===== src/rtl/seq_booth_mul.sv =====
// Multi-cycle radix-2 Booth multiplier, runtime signed/unsigned, valid/ready on both sides.
// Define MUL_ACC_EN to add a wrapping product accumulator (acc_clr / acc_out ports).
module seq_booth_mul #(
   parameter int WIDTH_A   = 4,
   parameter int WIDTH_B   = 4,
   parameter int ACC_GUARD = 4
) (
   input  logic                         clk,
   input  logic                         rst_n,
   input  logic                         in_valid,
   output logic                         in_ready,
   input  logic [WIDTH_A-1:0]           a,
   input  logic [WIDTH_B-1:0]           b,
   input  logic                         is_signed,
   output logic                         out_valid,
   input  logic                         out_ready,
   output logic [WIDTH_A+WIDTH_B-1:0]   out,
`ifdef MUL_ACC_EN
   input  logic                         acc_clr,
   output logic [WIDTH_A+WIDTH_B+ACC_GUARD-1:0] acc_out,
`endif
   output logic                         busy
);

   localparam int PW = WIDTH_A + 2;
   localparam int QW = WIDTH_B + 1;
   localparam int OW = WIDTH_A + WIDTH_B;
   localparam int CW = $clog2(WIDTH_B + 1);
   localparam logic [CW-1:0] LAST = CW'(WIDTH_B);

   localparam logic [1:0] IDLE = 2'd0;
   localparam logic [1:0] CALC = 2'd1;
   localparam logic [1:0] DONE = 2'd2;

   generate
      if (WIDTH_A < 2 || WIDTH_B < 2 || ACC_GUARD < 1) begin : g_bad_param
         $error("seq_booth_mul: WIDTH_A and WIDTH_B must be >= 2, ACC_GUARD >= 1");
      end
   endgenerate

   logic [1:0]       state;
   logic [WIDTH_A:0] m;
   logic [PW-1:0]    p;
   logic [QW-1:0]    q;
   logic             qm1;
   logic [CW-1:0]    count;

   logic [PW-1:0]    m_ext;
   logic [PW-1:0]    sum;
   logic [PW-1:0]    p_nxt;
   logic [QW-1:0]    q_nxt;
   logic             qm1_nxt;
   logic             accept;
   logic             handoff;

   assign in_ready  = (state == IDLE);
   assign out_valid = (state == DONE);
   assign busy      = (state != IDLE);
   assign accept    = in_valid & in_ready;
   assign handoff   = out_valid & out_ready;

   // P carries one bit more than M so that subtracting the most-negative M cannot overflow.
   always_comb begin
      m_ext = {m[WIDTH_A], m};
      case ({q[0], qm1})
         2'b01:   sum = p + m_ext;
         2'b10:   sum = p - m_ext;
         default: sum = p;
      endcase
      {p_nxt, q_nxt, qm1_nxt} = {sum[PW-1], sum, q};
   end

   always_ff @(posedge clk or negedge rst_n) begin
      if (!rst_n) begin
         state <= IDLE;
         m     <= '0;
         p     <= '0;
         q     <= '0;
         qm1   <= 1'b0;
         count <= '0;
         out   <= '0;
      end else begin
         case (state)
            IDLE: begin
               if (accept) begin
                  m     <= {is_signed & a[WIDTH_A-1], a};
                  q     <= {is_signed & b[WIDTH_B-1], b};
                  p     <= '0;
                  qm1   <= 1'b0;
                  count <= '0;
                  state <= CALC;
               end
            end
            CALC: begin
               p     <= p_nxt;
               q     <= q_nxt;
               qm1   <= qm1_nxt;
               count <= count + 1'b1;
               // Product fits in OW bits, so the upper bits of {P,Q} are pure sign copies.
               if (count == LAST) begin
                  out   <= {p_nxt[WIDTH_A-2:0], q_nxt};
                  state <= DONE;
               end
            end
            DONE: begin
               if (out_ready) begin
                  state <= IDLE;
               end
            end
            default: state <= IDLE;
         endcase
      end
   end

`ifdef MUL_ACC_EN
   localparam int AW = OW + ACC_GUARD;

   logic          sgn;
   logic [AW-1:0] prod_ext;

   assign prod_ext = {{ACC_GUARD{sgn & out[OW-1]}}, out};

   always_ff @(posedge clk or negedge rst_n) begin
      if (!rst_n) begin
         sgn <= 1'b0;
      end else if (accept) begin
         sgn <= is_signed;
      end
   end

   // A clear coinciding with a handshake restarts the sum at this product.
   always_ff @(posedge clk or negedge rst_n) begin
      if (!rst_n) begin
         acc_out <= '0;
      end else if (handoff) begin
         acc_out <= (acc_clr ? '0 : acc_out) + prod_ext;
      end else if (acc_clr) begin
         acc_out <= '0;
      end
   end
`endif

endmodule

===== config.mk =====
export PLATFORM = sky130hd
export DESIGN_NAME = seq_booth_mul
export DESIGN_NICKNAME = d
export VERILOG_FILES = /design/src/rtl/seq_booth_mul.sv
export SDC_FILE = /design/constraint.sdc
export NUM_CORES = 1
export LEC_CHECK = 0
export ABC_AREA = 1
export ABC_CLOCK_PERIOD_IN_PS = 1960
export CAP_MARGIN = 0
export CELL_PAD_IN_SITES_DETAIL_PLACEMENT = 1
export CELL_PAD_IN_SITES_GLOBAL_PLACEMENT = 2
export CORE_MARGIN = 4
export CORE_UTILIZATION = 25
export CTS_CLUSTER_DIAMETER = 60
export CTS_CLUSTER_SIZE = 10
export DETAILED_ROUTE_END_ITERATION = 8
export PLACE_DENSITY = 0.65
export SYNTH_ARGS = -nofsm -noshare
export SYNTH_HDL_FRONTEND = slang
export SYNTH_SLANG_ARGS = --single-unit

===== constraint.sdc =====
create_clock -name clk -period 1.96 [get_ports clk]
set_input_delay 0.294 -clock clk [delete_from_list [all_inputs] [get_ports clk]]
set_output_delay 0.294 -clock clk [all_outputs]
set_load 0.02 [all_outputs]

Word level (Yosys, flattened, before mapping) --
Cells that the tools add are included.
Word-level totals: output and inout port bits 11, flip-flop bits (word level) 30
Operators by class: equality and inequality tests 8, add/sub/neg operators 3, bitwise logic cells 3, mux-type cells 13, reductions and logical operators 7
Operator list (count):
- case mux 6 bit (2 select lines) | 2
- case mux 5 bit (2 select lines) | 1
- adder 6 bit | 1
- 2-to-1 mux 2 bit | 3
- 2-to-1 mux 6 bit | 1
- case mux 2 bit (3 select lines) | 1
- case mux 3 bit (2 select lines) | 1
- AND reduction 2 bit | 3
- subtractor 6 bit | 1
- 2-to-1 mux 5 bit | 1
- equality test 2 x 1 -> 1 bit, second input constant | 2
- equality test 2 bit, second input constant | 2
- inequality test 2 x 1 -> 1 bit, second input constant | 2
- nonzero test 2 bit | 2
- adder 3 x 1 -> 3 bit, second input constant | 1
- AND 1 bit | 3
- equality test 3 bit, second input constant | 1
- 2-to-1 mux 3 bit | 1
- AND reduction 3 bit | 1
- zero test 2 bit | 1
- inequality test 2 bit, second input constant | 1
- case mux 1 bit (2 select lines) | 1
- 2-to-1 mux 1 bit | 1

Depth between registers and ports, before layout --
Gate-level depths: netlist (run 1).
depth after elaboration 4, gate-level depth with buffers 16, depth with buffers taken out 16

Worst setup path after synthesis (run 1) --
No wires, ideal clock.
path kind register -> register, start register q[0], end register p[4], path slack -0.011 ns, stages on the path, launching flop included 15, period minus slack after synthesis 1.971 ns, arrival 1.850 ns, library setup time 0.121 ns, required time 1.839 ns, cell sequence dfrtp_1 -> ha_1 -> clkbuf_1 -> a21oi_1 -> xor2_1 -> inv_1 -> ha_1 -> nand2_1 -> inv_1 -> nand2_1 -> nand2_1 -> nor2_1 -> nand3_1 -> nand3_1 -> nand2_1
On the way: word-level cells in the longest chain between the ends 3, elaborated cells on any way between the ends 4, those cells by class 2 x eq/ne; 2 x mux
RTL lines:
- from (decl) | line 44 | logic [QW-1:0] q;
- from (signal assigned) | line 87 | q <= {is_signed & b[WIDTH_B-1], b};
- from (signal assigned) | line 96 | q <= q_nxt;
- equality test 2 bit / equality test 2 x 1 -> 1 bit (equally long branches) | line 65 | case ({q[0], qm1})
- case mux 6 bit (2 select lines) (*) | line 65
- case mux 6 bit (2 select lines) (*) | line 83 | case (state)
- to (signal assigned) | line 95 | p <= p_nxt;
- to (decl) | line 43 | logic [PW-1:0] p;
Every way passes the cells marked *; elsewhere a longest branch is shown, timed or not. A chain may end at the register's enable or synchronous reset.

Worst setup path in the final report (run 1) --
start register q[0], end register p[3]
The elaborated chain is that of the path after synthesis.

==> run metrics, run 1 <==
Crit path top cell by count=buf_4; Die Area=0.00807 mm^2; largest net degree at the start of global routing=30; r2r endpoint=p[3]; post-synthesis cell type count=30; WP depth=11; vias in the first global route=1,505; worst setup margin=-48.0 ps; Final Cell Area=0.00224 mm^2; final wirelength=4.22 mm; # fillers=763; Arr. time, crit path=2170 ps; Synth-to-Final Area Change=34.0%; number of synthesized register bits=29; CTS root buf=clkbuf_8; Final Hold Viols=0; CP startpoint=q[0]; GPL Wtd Cong=0.714; Period minus WS final=2010 ps; Starting Density=0.261; maximum fanout along the worst path=5; Net Count, Synth=225; layout cells sized above 1=0.249; Synth Cell Area=0.00168 mm^2; Reg area=726 um^2; multi-input logic area=838 um^2; routed via count=1,402; Cell Rows=29; Reg2Reg Depth=11; Antenna Nets Post-Route=0; Core Area=0.00642 mm^2; Crit path required time=2120 ps; r2r setup slk=-50 ps; Port-buffer cells=23; clock sinks=29; vias per inst=4.41; WP buf/inv=3; Setup violations, final=4; register area share after synthesis=0.433; worst min path class=primary input to asynchronous set/reset pin; status=complete, but fails checks; H-tree levels=2; worst skew pair latency=280 ps; wire per inst=13.3 um; maximum clock frequency=498 MHz; total track usage=0.114; initial antenna violation count=0; crit share post-route=1.02; reg2reg start=q[0]; relative slew slack=0.734; Critical Path, Cell by Cell=ha_4 > buf_6 > a21oi_2 > xor2_1 > ha_1 > buf_4 > buf_4 > nand3_1 > nand2_1 > o21ai_2 > o21ai_1; post-route clock skew=5.15 ps; kind of critical path=flop to flop; first-pass GRT wire length=7.42 mm; setup TNS=-100 ps; I/O pins=24; DRT Pass-1 Iters=4; Diodes inserted=0; Syn Inst Count=202; post-DP HPWL=3.12 mm; max incr delay on CP=420 ps; crit start category=flop; Longest Clk Path Bufs=2; DR iter-0 viols=48; Worst Setup End Kind=flop; CTS tree=yes; Warnings, synthesis=0; RSZ-0062 raised after global routing=yes; cts bufs inserted=5; DRC Markers=0; die width=89.9 um; max-slew violations=0; die height=89.9 um; Overflow after GRT=0; Largest delay share family, worst path=adder cells; Max-cap violations=0; Worst-Margin Slew=399 ps; Slowest cell on crit path=dfrtp_1; violated checks=negative setup slack; placed inst area=0.00202 mm^2; cts hold-fix bufs=0; syn_area_per_cell=8.29 um^2; Layout Nets=264; clk slew on worst S/H paths=70 ps
==> kinds of logic (layout without fill, tap and decap cells) <==
kind of cell / count (synthesis) / count (layout) / share of synthesized area
buffers and inverters: 44 / 83 / 0.120
adder cells (fa/ha/maj): 10 / 10 / 0.0792
XOR/XNOR: 2 / 2 / 0.0105
AO/OA/AOI/OAI: 40 / 40 / 0.150
AND/OR/NAND/NOR: 77 / 77 / 0.207
flip-flops: 29 / 29 / 0.433
==> layout by cell type, fill, tap and decap left out, types with 2 or more instances in the layout <==
master | Yosys | layout
a21oi_1 | 8 | 6
a21oi_2 | 0 | 2
buf_4 | 0 | 14
clkbuf_8 | 0 | 6
clkdlybuf4s50_1 | 0 | 23
dfrtp_1 | 29 | 29
ha_1 | 9 | 5
ha_4 | 0 | 3
inv_1 | 33 | 29
inv_2 | 3 | 7
inv_4 | 2 | 2
nand2_1 | 51 | 48
nand2_2 | 1 | 4
nand3_1 | 5 | 5
nor2_1 | 11 | 7
nor2_2 | 1 | 4
nor2_4 | 2 | 3
nor3_2 | 0 | 2
o211ai_1 | 2 | 2
o21ai_0 | 10 | 8
o21ai_1 | 5 | 6
o21ai_2 | 5 | 6
o221ai_1 | 2 | 2
o22ai_1 | 5 | 4
xor2_1 | 2 | 2
==> cells in the mapped netlist (all sizes together) <==
master  number  share of area
nand2       53           0.12
inv         38          0.088
dfrtp       29           0.43
o21ai       20          0.071
nor2        15          0.054
ha           9          0.067
a21oi        8          0.024
buf          5          0.030
nand3        5          0.015
o22ai        5          0.019
nor3         3         0.0090
o211ai       3          0.016
o221ai       2          0.010
xor2         2          0.010
a221oi       1         0.0052
clkbuf       1         0.0022
fa           1          0.012
nand3b       1         0.0045
o31ai        1         0.0045
==> worst max path at each step <==
stage,endpoint,slack [ps]
after floorplan,p[4],9
after global placement,p[4],-190
after detailed placement,p[4],-230
after CTS,p[4],-80
after global routing,out[7],-220
final,p[3],-50
==> final cells by class <==
cell class,instances,share of cell area
Clock buffer,6,0.0368
Clock inverter,1,0.00334
Inverter,38,0.0658
Multi-Input combinational cell,129,0.373
Sequential cell,29,0.323
Tap cell,77,0.0429
Timing Repair Buffer,38,0.154
==> per-stage QoR <==
step / worst slack (ps) / util / hold WS, ps / cells
finish: -48.0 / 0.350 / 401 / 318
CTS: -78.3 / 0.344 / 421 / 316
global placement: -193 / 0.315 / 449 / 306
detailed placement: -229 / 0.315 / 457 / 306
floorplan: 9.23 / - / -1.59 / 202
global route: -221 / 0.350 / 453 / 318
==> layer usage <==
metal | GRT usage | up-vias | wire, um
met5 | 0 | - | 0
met4 | 0.0344 | 0 | 36
met3 | 0.0259 | 4 | 95
met2 | 0.195 | 14 | 2070
met1 | 0.143 | 668 | 2030
li1 | - | 716 | -
==> flip-flops by register name (all words and copies together), names as in the netlist <==
register / count
p: 5
qm1: 1
out: 8
q: 5
count: 3
m: 5
state: 2
==> what timing repair did <==
item / CTS / global route
setup endpoints to repair: 8 / 8
pin swaps: 11 / 15
setup buffers: 3 / 2
gates resized for setup: 19 / 8
Power of run 1 is left out: the tool's default activity adds up to more than one toggle a clock period on the data nets, which glitch-free logic cannot reach.
==> run 2, diff against run 1 <==
--- a/config.mk
+++ b/config.mk
@@ -15,7 +15,8 @@
 export CTS_CLUSTER_DIAMETER = 60
 export CTS_CLUSTER_SIZE = 10
 export DETAILED_ROUTE_END_ITERATION = 8
-export PLACE_DENSITY = 0.65
+export PLACE_DENSITY = 0.71
+export REMOVE_ABC_BUFFERS = 1
 export SYNTH_ARGS = -nofsm -noshare
 export SYNTH_HDL_FRONTEND = slang
 export SYNTH_SLANG_ARGS = --single-unit
==> run metrics, run 2 (synthesis results as in run 1) <==
commonest non-fill, non-tap cell in the layout=nand2_1; Cell Rows=29; Port-buffer cells=23; initial antenna violation count=0; Synth-to-Final Area Change=38.5%; I/O pins=24; Overflow after GRT=0; clk slew on worst S/H paths=70 ps; most frequent cells in the layout=nand2_1, inv_1, dfrtp_1; vias in the first global route=1,486; Crit path required time=2130 ps; die height=89.9 um; status=finished, final reports clean; routed via count=1,381; Core Area=0.00642 mm^2; clock sinks=29; Die Area=0.00807 mm^2; crit share post-route=1.00; Hold Worst Slack=397 ps; Period minus WS final=1960 ps; cts hold-fix bufs=0; kind of critical path=flop to flop; Diodes inserted=0; max reg flops=8; GPL Wtd Cong=0.774; CTS tree=yes; vias per inst=4.36; Starting Density=0.261; DR iter-0 viols=20; Critical Path, Cell by Cell=inv_2 > ha_4 > inv_2 > nor2_4 > a21oi_2 > xor2_1 > ha_1 > nand2_2 > nor3_2 > nor2_4 > inv_1 > nand2_1 > nand3_2 > nand2_1; die width=89.9 um; DRC Markers=0; H-tree levels=2; Longest Clk Path Bufs=2; Max-cap violations=0; final wirelength=4.23 mm; maximum fanout along the worst path=3; first-pass GRT wire length=7.27 mm; setup TNS=0 ps; Top reg by flops=out; Final Hold Viols=0; Antenna Nets Post-Route=0; largest net degree at the start of global routing=30; placed cells=307; Arr. time, crit path=2130 ps; worst min path class=primary input to asynchronous set/reset pin; post-DP HPWL=3.26 mm; total track usage=0.110; RSZ-0062 raised after global routing=yes; DRT Pass-1 Iters=4; Layout Nets=262; maximum clock frequency=510 MHz; layout cells sized above 1=0.317; relative slew slack=0.734; worst skew pair latency=280 ps; crit start category=flop; Slowest cell on crit path=dfrtp_1; cts bufs inserted=5; Setup violations, final=0; Worst-Margin Slew=399 ps; max incr delay on CP=380 ps; post-route clock skew=8.12 ps; wire per inst=13.3 um; Worst Setup End Kind=flop; CTS root buf=clkbuf_8; Non-Filler Instances=317; max-slew violations=0
==> run 2: changes by cell type in the layout (fill, tap and decap cells not counted), sizes merged <==
cell      delta
clkinv       +1
clkbuf       +1
buf          -2
clkinvlp     -1
==> run 2: through the flow <==
| stage | utilization | setup WS, ps | cell area [um^2] |
|---|---|---|---|
| global placement | 0.316 | -140 | 2030 |
| detailed placement | 0.316 | -162 | 2030 |
| global route | 0.361 | -168 | 2320 |
| floorplan | - | 40.5 | 1620 |
| finish | 0.361 | 0.464 | 2320 |
| CTS | 0.342 | -86.7 | 2200 |
==> run 2: timing repair <==
item | in CTS | in global routing
buffers inserted | 3 | 0
endpoints found under the setup margin | 8 | 7
resized for setup | 17 | 30
pin swaps | 12 | 15
==> run 2: worst max-delay path, delay by kind of cell (launching register included) <==
kind	cells	cell delay, ps
AO/OA/AOI/OAI	1	70
buffers and inverters	3	170
AND/OR/NAND/NOR	7	590
flip-flops	1	380
adder cells (fa/ha/maj)	2	470
XOR/XNOR	1	160
==> run 2: final timing paths <==
path | start | endpoint | slack, ps | depth (start not counted)
max | m[0] | p[4] | 0.5 | 14
min | rst_n | state[1] | 400 | 2
max reg2reg | m[0] | p[4] | 0.5 | 14
min reg2reg | count[2] | count[2] | 470 | 1
max in group asynchronous | rst_n | m[2] | 1240 | 2
min in group clk | count[2] | count[2] | 470 | 1
==> run 2: layout make-up <==
class                      instances  area (um^2)
fill                             756         4100
inverter                          38          148
clock inverter                     1         5.00
multi-input combinational        129          916
timing repair buffer              36          332
tap                               77         96.3
sequential                        29          727
clock buffer                       7         96.3
==> run 2: metal layers <==
metal	up-vias	GRT usage	routed length, um
met3	5	0.0250	136
met4	0	0.0306	43
met5	-	0	0
met2	20	0.177	1910
li1	718	-	-
met1	638	0.149	2140
Power of run 2 is left out for the same reason.
==> run 3, diff against run 2 <==
--- a/config.mk
+++ b/config.mk
@@ -7,7 +7,7 @@
 export LEC_CHECK = 0
 export ABC_AREA = 1
 export ABC_CLOCK_PERIOD_IN_PS = 1960
-export CAP_MARGIN = 0
+export CAP_MARGIN = 20
 export CELL_PAD_IN_SITES_DETAIL_PLACEMENT = 1
 export CELL_PAD_IN_SITES_GLOBAL_PLACEMENT = 2
 export CORE_MARGIN = 4
==> results of run 3 <==
No change in the layout: final DEF, timing and power equal those of run 2.
Power of run 3 is left out for the same reason.
